$ cat src/rtl/bus_unit_8b_pkg.sv
// Shared definitions for the 8-bit external bus unit: state encoding and default timeout.
package bus_unit_8b_pkg;

    typedef enum logic [1:0] {
        ST_IDLE = 2'd0,
        ST_LO   = 2'd1,
        ST_HI   = 2'd2,
        ST_FIN  = 2'd3
    } bus_state_t;

    localparam int unsigned WAIT_LIMIT_DEFAULT = 15;

endpackage

$ cat src/rtl/bus_unit_8b_bus_wait_timer.sv
// Per-byte-cycle wait-state counter; expired is high once WAIT_LIMIT low-ready cycles have been counted.
module bus_wait_timer #(
    parameter int unsigned WAIT_LIMIT = 15
) (
    input  logic clk,
    input  logic rst,
    input  logic clear,
    input  logic count_en,
    output logic expired
);

    localparam int unsigned CW = $clog2(WAIT_LIMIT + 1);
    localparam logic [CW-1:0] LIMIT = CW'(WAIT_LIMIT);

    logic [CW-1:0] count;

    assign expired = (count == LIMIT);

    always_ff @(posedge clk) begin
        if (rst || clear) begin
            count <= '0;
        end else if (count_en && !expired) begin
            count <= count + 1'b1;
        end
    end

endmodule

$ cat src/rtl/bus_unit_8b.sv
// Bridges 8/16-bit core accesses onto an 8-bit external bus, little-endian, with wait-state timeout.
module bus_unit_8b
    import bus_unit_8b_pkg::*;
#(
    parameter int unsigned WAIT_LIMIT = WAIT_LIMIT_DEFAULT
) (
    input  logic        clk,
    input  logic        rst,
    input  logic        req,
    input  logic        we,
    input  logic        wide,
    input  logic [15:0] addr,
    input  logic [15:0] wdata,
    output logic [15:0] rdata,
    output logic        done,
    output logic        err,
    output logic        busy,
    output logic [15:0] bus_addr,
    output logic [7:0]  bus_dout,
    input  logic [7:0]  bus_din,
    output logic        bus_rd,
    output logic        bus_wr,
    input  logic        bus_rdy
);

    bus_state_t  state, state_next;
    logic [15:0] addr_q;
    logic [15:0] wdata_q;
    logic        we_q;
    logic        wide_q;
    logic [7:0]  lo_q;
    logic [15:0] rdata_q;
    logic        to_q;
    logic        byte_done;
    logic        timeout;
    logic        in_cycle;
    logic        expired;

    assign in_cycle = (state == ST_LO) || (state == ST_HI);
    assign rdata    = rdata_q;

    // Counter restarts every time a byte cycle is not in progress or just completed,
    // which covers entry to both LO and HI.
    bus_wait_timer #(
        .WAIT_LIMIT(WAIT_LIMIT)
    ) u_wait (
        .clk      (clk),
        .rst      (rst),
        .clear    (!in_cycle || byte_done),
        .count_en (in_cycle && !bus_rdy),
        .expired  (expired)
    );

    always_comb begin
        state_next = state;
        busy       = (state != ST_IDLE);
        done       = (state == ST_FIN);
        err        = (state == ST_FIN) && to_q;
        bus_addr   = '0;
        bus_dout   = '0;
        bus_rd     = 1'b0;
        bus_wr     = 1'b0;
        byte_done  = 1'b0;
        timeout    = 1'b0;
        case (state)
            ST_IDLE: begin
                if (req) state_next = ST_LO;
            end
            ST_LO: begin
                bus_addr = addr_q;
                bus_dout = wdata_q[7:0];
                bus_rd   = !we_q;
                bus_wr   = we_q;
                if (bus_rdy) begin
                    byte_done  = 1'b1;
                    state_next = wide_q ? ST_HI : ST_FIN;
                end else if (expired) begin
                    timeout    = 1'b1;
                    state_next = ST_FIN;
                end
            end
            ST_HI: begin
                bus_addr = addr_q + 16'd1;
                bus_dout = wdata_q[15:8];
                bus_rd   = !we_q;
                bus_wr   = we_q;
                if (bus_rdy) begin
                    byte_done  = 1'b1;
                    state_next = ST_FIN;
                end else if (expired) begin
                    timeout    = 1'b1;
                    state_next = ST_FIN;
                end
            end
            ST_FIN: state_next = ST_IDLE;
            default: state_next = ST_IDLE;
        endcase
    end

    always_ff @(posedge clk) begin
        if (rst) begin
            state   <= ST_IDLE;
            addr_q  <= '0;
            wdata_q <= '0;
            we_q    <= 1'b0;
            wide_q  <= 1'b0;
            lo_q    <= '0;
            rdata_q <= '0;
            to_q    <= 1'b0;
        end else begin
            state <= state_next;
            to_q  <= timeout;
            if (state == ST_IDLE && req) begin
                addr_q  <= addr;
                wdata_q <= wdata;
                we_q    <= we;
                wide_q  <= wide;
            end
            // rdata is written only by the final byte of a read, so it is valid alongside done.
            if (byte_done && !we_q) begin
                if (state == ST_LO && wide_q) begin
                    lo_q <= bus_din;
                end else if (state == ST_LO) begin
                    rdata_q <= {8'h00, bus_din};
                end else begin
                    rdata_q <= {bus_din, lo_q};
                end
            end
        end
    end

endmodule
$ cat config.mk
export PLATFORM = sky130hd
export DESIGN_NAME = bus_unit_8b
export DESIGN_NICKNAME = d
export VERILOG_FILES = /design/src/rtl/bus_unit_8b_pkg.sv /design/src/rtl/bus_unit_8b_bus_wait_timer.sv /design/src/rtl/bus_unit_8b.sv
export SDC_FILE = /design/constraint.sdc
export NUM_CORES = 1
export LEC_CHECK = 0
export BUFFER_PORTS_ARGS = -buffer_cell sky130_fd_sc_hd__buf_2
export CELL_PAD_IN_SITES_DETAIL_PLACEMENT = 0
export CELL_PAD_IN_SITES_GLOBAL_PLACEMENT = 1
export CORE_MARGIN = 10
export CORE_UTILIZATION = 40
export DETAILED_ROUTE_END_ITERATION = 10
export PLACE_DENSITY_LB_ADDON = 0.1
export SLEW_MARGIN = 20
export SYNTH_ARGS = -nofsm -noshare
export SYNTH_HDL_FRONTEND = slang
export SYNTH_SLANG_ARGS = --single-unit
$ cat constraint.sdc
create_clock -name clk -period 3 [get_ports clk]
set_clock_uncertainty 0.2 [all_clocks]
set_input_delay 0.15 -clock clk [delete_from_list [all_inputs] [get_ports clk]]
set_output_delay 0.15 -clock clk [all_outputs]
set_load 0.005 [all_outputs]
==> impl_metrics.env, run 1 <==
export IMPL_post_cts_buffers=0
export IMPL_core_sq_mm=0.00769
export IMPL_vias_per_cell=5.01
export IMPL_maxSlewViolCount=0
export IMPL_grt_total_usage_pct=16.1
export IMPL_use_met2_pct=28.0
export IMPL_ant_nets=0
export IMPL_synth_seq_cells=65
export IMPL_irDropWorstVdd_mv=0.352
export IMPL_grt_pass1_vias=3236
export IMPL_rsz0062_at_grt="no"
export IMPL_clkPwrFrac_pct=36.3
export IMPL_synth_top_cell_by_area="dfxtp_1"
export IMPL_cp_max_fo=15
export IMPL_use_met3_pct=5.43
export IMPL_synth_edf_count=0
export IMPL_initial_core_util_pct=40.9
export IMPL_h_tree_depth=3
export IMPL_startpoint_type="flip-flop"
export IMPL_drt_wl_total_microns=9440
export IMPL_synth_area_leaders="dfxtp_1, nand2_1, a21oi_1"
export IMPL_cellInternalPower_mw=1.63
export IMPL_synth_adder_area_share_pct=3.18
export IMPL_synthMuxAreaShare_pct=5.41
export IMPL_synth_top_area_share_pct=41.4
export IMPL_synth_top_family_by_area="simple AND/OR/NAND/NOR gates"
export IMPL_die_w_microns=109
export IMPL_yosysMostFrequentCell="nand2_1"
export IMPL_reg2reg_slack_ns=0.60
export IMPL_nNetsFinal=573
export IMPL_yosys_warnings=0
export IMPL_rows=32
export IMPL_holdCritPathClass="input pin to flip-flop"
export IMPL_synth_seq_area_share_pct=41.4
export IMPL_synth_xor_area_share_pct=0.557
export IMPL_die_h_microns=109
export IMPL_cts_tree="built"
export IMPL_cp_end_kind="output pin"
export IMPL_p_sw_share_pct=30.4
export IMPL_final_hold_violation_count=0
export IMPL_power_leakage_nw=1.84
export IMPL_grtUsageMet1_pct=18.8
export IMPL_fin_setup_tns_ns=0
export IMPL_synthArstFlopShare_pct=0
export IMPL_avgSynthCellArea_sq_um=8.02
export IMPL_drive_above_1_share_pct=24.0
export IMPL_post_drt_wl_per_cell_microns=15.1
export IMPL_grt_max_degree=39
export IMPL_cts_resized=0
export IMPL_portBuffers=90
export IMPL_ys_flop_type="dfxtp_1"
export IMPL_drc_errors=0
export IMPL_numCtsBuffers=9
export IMPL_timing_critical_path_from="state[1]$_SDFFE_PP0P_"
export IMPL_synth_compound_area_share_pct=19.6
export IMPL_setup_viol_count_final=0
export IMPL_timing_final_crit_share_pct=91.5
export IMPL_fillers=768
export IMPL_busiest_layer="met2"
export IMPL_clk_pin_slew_ns=0.07
export IMPL_p_comb_share_pct=21.5
export IMPL_ioPinCount=91
export IMPL_area_delta_synth_final_pct=37.7
export IMPL_period_minus_slack_ns=2.75
export IMPL_die_area_sq_mm=0.0118
export IMPL_synth_common_cells="nand2_1, dfxtp_1, a21oi_1"
export IMPL_drt_iter0_drc=135
export IMPL_num_antenna_cells=0
export IMPL_rr_endpoint="rdata[12]$_SDFFE_PP0P_"
export IMPL_clkSinkCount=65
export IMPL_p_switching_mw=0.712
export IMPL_max_clock_path_buffers=2
export IMPL_required_ns=2.65
export IMPL_r2r_cells=6
export IMPL_place_congestion=0.785
export IMPL_grt_ovfl_total=0
export IMPL_clk_latency_ns=0.34
export IMPL_antenna_found_initial=0
export IMPL_first_pass_iters=4
export IMPL_status="finished, final reports clean"
export IMPL_cap_violations=0
export IMPL_reg2reg_from="state[1]$_SDFFE_PP0P_"
export IMPL_worst_slew_pin_slew_ns=0.746
export IMPL_postSynthCellCount=392
export IMPL_hold_buffers=43
export IMPL_design_power_total_mw=2.35
export IMPL_crit_type="flip-flop to output pin"
export IMPL_crit_end="bus_addr[12]"
export IMPL_cts_root_buffer="clkbuf_8"
export IMPL_vias=3139
export IMPL_p_per_area_mw_per_mm2=542
export IMPL_seq_power_share_pct=42.2
export IMPL_synth_cell_type_count=43
export IMPL_netlist_area_sq_mm=0.00314
export IMPL_fmax_mhz=364
export IMPL_grt_pass1_wl_microns=15500
export IMPL_yosys_area_share_simple_pct=25.8
export IMPL_maxSlewHeadroom_pct=50.3
export IMPL_place_hpwl_microns=6460
export IMPL_cp_arrival_ns=2.40
export IMPL_syn_nets=446
worst min-delay path by stage:
stage                    from                       end  slack [ns]  cells past startpoint
floorplan           wdata[10]  wdata_q[10]$_SDFFE_PP0P_        0.09                      2
global placement      addr[9]    addr_q[9]$_SDFFE_PP0P_        0.19                      3
detailed placement  wdata[14]  wdata_q[14]$_SDFFE_PP0P_        0.20                      3
CTS                       req     state[0]$_SDFFE_PP0P_        0.03                      3
global route              req       wide_q$_SDFFE_PP0P_        0.04                      4
finish                    req     state[0]$_SDFFE_PP0P_        0.05                      3
flip-flops by register name, summed over array words and instances (netlist names):
signal        flops
addr_q           16
rdata            16
wdata_q          16
lo_q              8
u_wait.count      4
state             2
to_q              1
we_q              1
wide_q            1
power by group through the flow:
stage / clock network (mW) / registers (mW) / logic, mW
finish: 0.851 / 0.990 / 0.504
global route: 0.918 / 1.00 / 0.568
CTS: 0.876 / 0.989 / 0.511
detailed placement: 0 / 1.01 / 0.467
global placement: 0 / 1.01 / 0.457
floorplan: 0 / 0.996 / 0.304
cell type report:
cell class                 count  area (sq um)  share of cell area [%]
multi-input combinational    297          1720                    39.6
sequential                    65          1300                    30.1
timing repair buffer         140           933                    21.6
tap                          102           128                    2.95
clock buffer                   9           124                    2.86
clock inverter                 7           103                    2.37
inverter                       6          22.5                   0.521
metrics by stage:
step	hold WS, ns	setup slack [ns]	instance area (sq um)	utilization (%)	cells
finish	0.0453	0.254	4330	56.3	626
global placement	0.192	0.718	3670	47.7	567
CTS	0.0304	0.215	4330	56.3	626
detailed placement	0.197	0.601	3670	47.7	567
global route	0.0359	0.0436	4330	56.3	626
floorplan	0.0860	1.15	3140	-	392
layer usage:
metal	routed length, microns	share of wire [%]
met4	82	0.87
met1	4180	44
met3	556	5.9
met2	4620	49
met5	0	0
critical path, stage by stage, from the launching register on:
cell and delay, ns:
dfxtp_1 0.42, inv_1 0.12, ha_1 0.61, and2_1 0.40, nand2_1 0.09, a31o_2 0.22, nand3_1 0.07, buf_2 0.11
kinds of logic (layout without fill, tap and decap cells):
family / after synthesis / count (layout)
muxes: 17 / 17
buffers and inverters: 30 / 162
DFF: 65 / 65
AOI/OAI and AO/OA: 96 / 96
adders and majority gates: 8 / 8
and+or+nand+nor: 174 / 174
xor gates and xnor gates: 2 / 2
cells in the final DEF, fill, tap and decap left out, types with 3 or more instances in the layout:
| cell type | count |
|---|---|
| ha_1 | 8 |
| mux2i_1 | 17 |
| a21oi_1 | 39 |
| a211oi_1 | 8 |
| a41oi_1 | 3 |
| buf_4 | 7 |
| nand3_1 | 10 |
| a22oi_1 | 17 |
| dfxtp_1 | 65 |
| buf_2 | 90 |
| nor2_1 | 38 |
| clkbuf_8 | 9 |
| and2_1 | 5 |
| nand2b_1 | 4 |
| a31o_2 | 4 |
| dlygate4sd3_1 | 43 |
| nand2_1 | 81 |
| nor2b_1 | 13 |
| nor3_1 | 9 |
| a31oi_1 | 5 |
| nand4_1 | 3 |
| inv_1 | 6 |
| o21ai_0 | 9 |
(Power assumes the default switching activity.)
==> run 2: changes to the inputs <==
- GPL_TIMING_DRIVEN: not set -> 0
==> run 2 against run 1 <==
Against the previous run: die area unchanged; wire length up 2.5%; hold slack improved by 0.20 ns; via count increased by 2.9%; clock power is 8.7% lower; critical path type unchanged; critical endpoint is now bus_addr[8].
==> impl_metrics.env, run 2 (synthesized netlist as in run 1, its figures left out) <==
export IMPL_status="finished, final reports clean"
export IMPL_die_h_microns=109
export IMPL_final_cell_mix="buf_2, nand2_1, dfxtp_1, dlygate4sd3_1, a21oi_1"
export IMPL_required_ns=2.65
export IMPL_place_hpwl_microns=6810
export IMPL_cp_end_kind="output pin"
export IMPL_die_area_sq_mm=0.0118
export IMPL_clkPwrFrac_pct=34.0
export IMPL_power_leakage_nw=1.86
export IMPL_cellInternalPower_mw=1.57
export IMPL_initial_core_util_pct=40.9
export IMPL_place_congestion=0.820
export IMPL_whs_path_depth=3
export IMPL_vias=3229
export IMPL_worst_slew_pin_slew_ns=0.615
export IMPL_r2r_cells=6
export IMPL_final_cell_count_no_fill=643
export IMPL_fin_setup_tns_ns=0
export IMPL_fillers=759
export IMPL_rsz0062_at_grt="no"
export IMPL_crit_type="flip-flop to output pin"
export IMPL_vias_per_cell=5.02
export IMPL_area_delta_synth_final_pct=38.8
export IMPL_final_area_sq_mm=0.00436
export IMPL_cp_max_fo=10
export IMPL_grt_ovfl_total=0
export IMPL_drive_above_1_share_pct=23.7
export IMPL_maxSlewHeadroom_pct=58.9
export IMPL_portBuffers=89
export IMPL_startpoint_type="flip-flop"
export IMPL_timing_final_crit_share_pct=91.8
export IMPL_p_sw_share_pct=31.4
export IMPL_ioPinCount=91
export IMPL_grt_max_degree=13
export IMPL_grt_pass1_vias=3267
export IMPL_p_switching_mw=0.719
export IMPL_period_minus_slack_ns=2.75
export IMPL_numCtsBuffers=9
export IMPL_holdCritPathClass="input pin to flip-flop"
export IMPL_drt_wl_total_microns=9670
export IMPL_placed_area_sq_mm=0.00372
export IMPL_seq_power_share_pct=43.1
export IMPL_h_tree_depth=3
export IMPL_core_sq_mm=0.00769
export IMPL_final_hold_violation_count=0
export IMPL_fmax_mhz=363
export IMPL_dp_cells=583
export IMPL_antenna_found_initial=0
export IMPL_p_per_area_mw_per_mm2=524
export IMPL_clkSinkCount=65
export IMPL_p_comb_share_pct=22.9
export IMPL_drt_iter0_drc=102
export IMPL_clk_latency_ns=0.35
export IMPL_cts_root_buffer="clkbuf_8"
export IMPL_cp_arrival_ns=2.40
export IMPL_cts_tree="built"
export IMPL_final_common_cell="buf_2"
export IMPL_cap_violations=0
export IMPL_ant_nets=0
export IMPL_irDropWorstVdd_mv=0.339
export IMPL_setup_viol_count_final=0
export IMPL_max_clock_path_buffers=2
export IMPL_rows=32
export IMPL_die_w_microns=109
export IMPL_post_cts_buffers=0
export IMPL_num_antenna_cells=0
export IMPL_drc_errors=0
export IMPL_maxSlewViolCount=0
export IMPL_clk_pin_slew_ns=0.07
export IMPL_grt_pass1_wl_microns=15900
export IMPL_post_drt_wl_per_cell_microns=15.0
export IMPL_nNetsFinal=590
export IMPL_grt_total_usage_pct=16.7
export IMPL_first_pass_iters=4
==> run 2: routing by layer <==
layer	GRT usage, %	part of all wire, %	vias to the layer above
li1	-	-	1650
met1	19.5	44	1501
met2	28.6	48	68
met3	5.84	6.3	10
met4	4.61	1.2	0
met5	0	0	-
==> run 2: path summary, 6_finish.rpt <==
check	startpoint	endpoint	slack [ns]
max	state[0]$_SDFFE_PP0P_	bus_addr[8]	0.25
min	rst	u_wait.count[0]$_SDFFE_PP0P_	0.25
max reg2reg	state[0]$_SDFFE_PP0P_	rdata[9]$_SDFFE_PP0P_	0.81
min reg2reg	wdata_q[9]$_SDFFE_PP0P_	wdata_q[9]$_SDFFE_PP0P_	0.25
==> run 2: layout make-up <==
type	instances	area [sq um]	share of cell area, %
Multi-Input combinational cell	297	1720	39.3
Sequential cell	65	1300	29.8
Timing Repair Buffer	133	886	20.3
Clock buffer	10	138	3.16
Tap cell	102	128	2.93
Buffer	24	105	2.41
Clock inverter	6	66.3	1.52
Inverter	6	22.5	0.516
==> run 2: worst max-delay path: stages, from the launching register on <==
cell and delay [ns]:
dfxtp_1 0.41, inv_1 0.13, ha_1 0.45, clkbuf_1 0.39, nand2_1 0.27, a31oi_1 0.26
buf_2 0.15
==> run 2: per-stage QoR <==
step | total power, mW | worst slack (ns) | util, % | hold slack (ns)
floorplan | 1.30 | 1.15 | - | 0.0860
detailed placement | 1.49 | 0.416 | 48.3 | 0.197
CTS | 2.31 | 0.0295 | 56.7 | 0.242
finish | 2.29 | 0.246 | 56.7 | 0.247
global route | 2.41 | 0.0417 | 56.7 | 0.274
global placement | 1.48 | 0.417 | 48.3 | 0.191
==> run 2: power groups by stage <==
stage	Clock, mW	Combinational [mW]	Sequential (mW)
6_report	0.777	0.524	0.986
5_1_grt	0.823	0.591	0.996
4_1_cts	0.793	0.532	0.986
3_5_place_dp	0	0.486	1.00
3_3_place_gp	0	0.478	1.00
2_1_floorplan	0	0.304	0.996
==> run 2: timing repair <==
item / 4_1_cts / 5_1_grt
hold buffers: 44 / 0
gates resized for setup: 0 / 2
hold endpoints to repair: 59 / 0
endpoints found under the setup margin: 0 / 10
==> run 3: changes to the inputs <==
- CORE_ASPECT_RATIO: not set -> 1.2
==> run 3 against run 2 <==
Against the previous run: first-iteration DRC count increased by 65%; maximum frequency increased by 3.7%; via count increased by 0.22%; global-route usage increased by 0.051 points; highest routed layer unchanged; largest power group unchanged; critical path depth unchanged.
==> impl_metrics.env, run 3 (synthesized netlist as in run 1, its figures left out) <==
export IMPL_final_common_cell="buf_2"
export IMPL_area_delta_synth_final_pct=38.2
export IMPL_rsz0062_at_grt="no"
export IMPL_drt_wl_total_microns=9850
export IMPL_place_congestion=0.806
export IMPL_drive_above_1_share_pct=23.7
export IMPL_fin_setup_tns_ns=0
export IMPL_multiInputGateArea_sq_mm=0.00172
export IMPL_p_sw_share_pct=30.7
export IMPL_clk_latency_ns=0.34
export IMPL_grt_total_usage_pct=16.8
export IMPL_rr_endpoint="rdata[12]$_SDFFE_PP0P_"
export IMPL_fmax_mhz=376
export IMPL_whs_endpoint="state[0]$_SDFFE_PP0P_"
export IMPL_clkSinkCount=65
export IMPL_antenna_found_initial=0
export IMPL_grt_pass1_wl_microns=16000
export IMPL_required_ns=2.65
export IMPL_grt_max_degree=12
export IMPL_p_switching_mw=0.703
export IMPL_status="finished, final reports clean"
export IMPL_ant_nets=0
export IMPL_place_hpwl_microns=6950
export IMPL_maxSlewHeadroom_pct=56.3
export IMPL_fillers=740
export IMPL_initial_core_util_pct=41.0
export IMPL_min_from="req"
export IMPL_seq_power_share_pct=43.1
export IMPL_grt_ovfl_total=0
export IMPL_h_tree_depth=3
export IMPL_die_area_sq_mm=0.0118
export IMPL_rows=35
export IMPL_irDropWorstVdd_mv=0.322
export IMPL_p_comb_share_pct=23.1
export IMPL_core_sq_mm=0.00766
export IMPL_ioPinCount=91
export IMPL_setup_viol_count_final=0
export IMPL_numCtsBuffers=9
export IMPL_startpoint_type="flip-flop"
export IMPL_cap_violations=0
export IMPL_first_pass_iters=4
export IMPL_clkPwrFrac_pct=33.8
export IMPL_clk_pin_slew_ns=0.07
export IMPL_die_w_microns=101
export IMPL_final_hold_violation_count=0
export IMPL_num_antenna_cells=0
export IMPL_portBuffers=89
export IMPL_worst_slew_pin_slew_ns=0.653
export IMPL_final_core_util_pct=56.7
export IMPL_cp_max_fo=10
export IMPL_reg2reg_slack_ns=0.76
export IMPL_final_cell_mix="buf_2, nand2_1, dfxtp_1, dlygate4sd3_1, a21oi_1"
export IMPL_post_drt_wl_per_cell_microns=15.6
export IMPL_holdCritPathClass="input pin to flip-flop"
export IMPL_vias_per_cell=5.12
export IMPL_die_h_microns=117
export IMPL_cp_arrival_ns=2.31
export IMPL_power_leakage_nw=1.86
export IMPL_timing_final_crit_share_pct=88.6
export IMPL_r2r_cells=6
export IMPL_drt_iter0_drc=168
export IMPL_post_cts_buffers=0
export IMPL_p_per_area_mw_per_mm2=528
export IMPL_max_clock_path_buffers=2
export IMPL_vias=3236
export IMPL_cellInternalPower_mw=1.59
export IMPL_cts_tree="built"
export IMPL_reg2reg_from="state[0]$_SDFFE_PP0P_"
export IMPL_drc_errors=0
export IMPL_cts_root_buffer="clkbuf_8"
export IMPL_whs_path_depth=3
export IMPL_crit_type="flip-flop to output pin"
export IMPL_seq_area_sq_mm=0.00130
export IMPL_maxSlewViolCount=0
export IMPL_nNetsFinal=589
export IMPL_grt_pass1_vias=3258
export IMPL_period_minus_slack_ns=2.66
export IMPL_cp_end_kind="output pin"
## run 3: cell count changes in the layout (fill, tap and decap cells not counted), sizes merged
| cell | delta |
|---|---|
| clkbuf | +2 |
| dlygate4sd3 | -1 |
| clkinv | -2 |
| inv | -1 |
| clkinvlp | +1 |
## run 3: layout make-up
class | instances | share of cell area [%]
tap | 92 | 2.65
timing repair buffer | 132 | 20.2
sequential | 65 | 30.0
inverter | 6 | 0.519
clock inverter | 4 | 1.18
multi-input combinational | 297 | 39.5
buffer | 24 | 2.45
clock buffer | 12 | 3.57
## run 3: what timing repair did
action,CTS,global route
cloned,0,0
endpoints found under the hold margin,59,0
hold buffers,43,0
endpoints found under the setup margin,4,2
resized for setup,1,2
## run 3: power by group through the flow
stage	Clock (mW)	Combinational, mW	Sequential [mW]
after floorplan	0	0.304	0.996
after global placement	0	0.482	1.01
after detailed placement	0	0.487	1.01
after CTS	0.792	0.534	0.986
after global routing	0.820	0.597	0.998
final	0.775	0.530	0.987
## run 3: how the worst max path moves through the flow
stage | startpoint | slack, ns | end | depth (start not counted)
after floorplan | state[0]$_SDFFE_PP0P_ | 1.15 | rdata[2]$_SDFFE_PP0P_ | 7
after global placement | state[0]$_SDFFE_PP0P_ | 0.38 | bus_addr[10] | 7
after detailed placement | state[0]$_SDFFE_PP0P_ | 0.37 | bus_addr[10] | 7
after CTS | state[1]$_SDFFE_PP0P_ | 0.11 | bus_addr[15] | 6
after global routing | state[0]$_SDFFE_PP0P_ | 0.18 | bus_addr[15] | 6
final | state[0]$_SDFFE_PP0P_ | 0.34 | bus_addr[15] | 6
## run 3: through the flow
stage               area (sq um)  cells  worst slack [ns]  hold WS (ns)  power [mW]
finish                      4340    632             0.343        0.0339        2.29
floorplan                   3140    392              1.15        0.0860        1.30
detailed placement          3700    573             0.370         0.197        1.49
global route                4340    632             0.177        0.0344        2.41
global placement            3700    573             0.383         0.192        1.49
CTS                         4340    632             0.114        0.0123        2.31
## run 3: critical path, cell delays in order (launching register included)
cell and delay (ns):
dfxtp_1 0.41, inv_1 0.12, ha_1 0.45, clkbuf_2 0.29, nand2_1 0.22, a31oi_1 0.31, buf_2 0.16
## run 3: layer usage
layer | GRT usage [%] | routed length (microns) | up-vias
met5 | 0 | 0 | -
met4 | 6.88 | 147 | 0
met3 | 4.17 | 606 | 12
met2 | 28.2 | 4830 | 81
met1 | 20.0 | 4260 | 1492
li1 | - | - | 1651
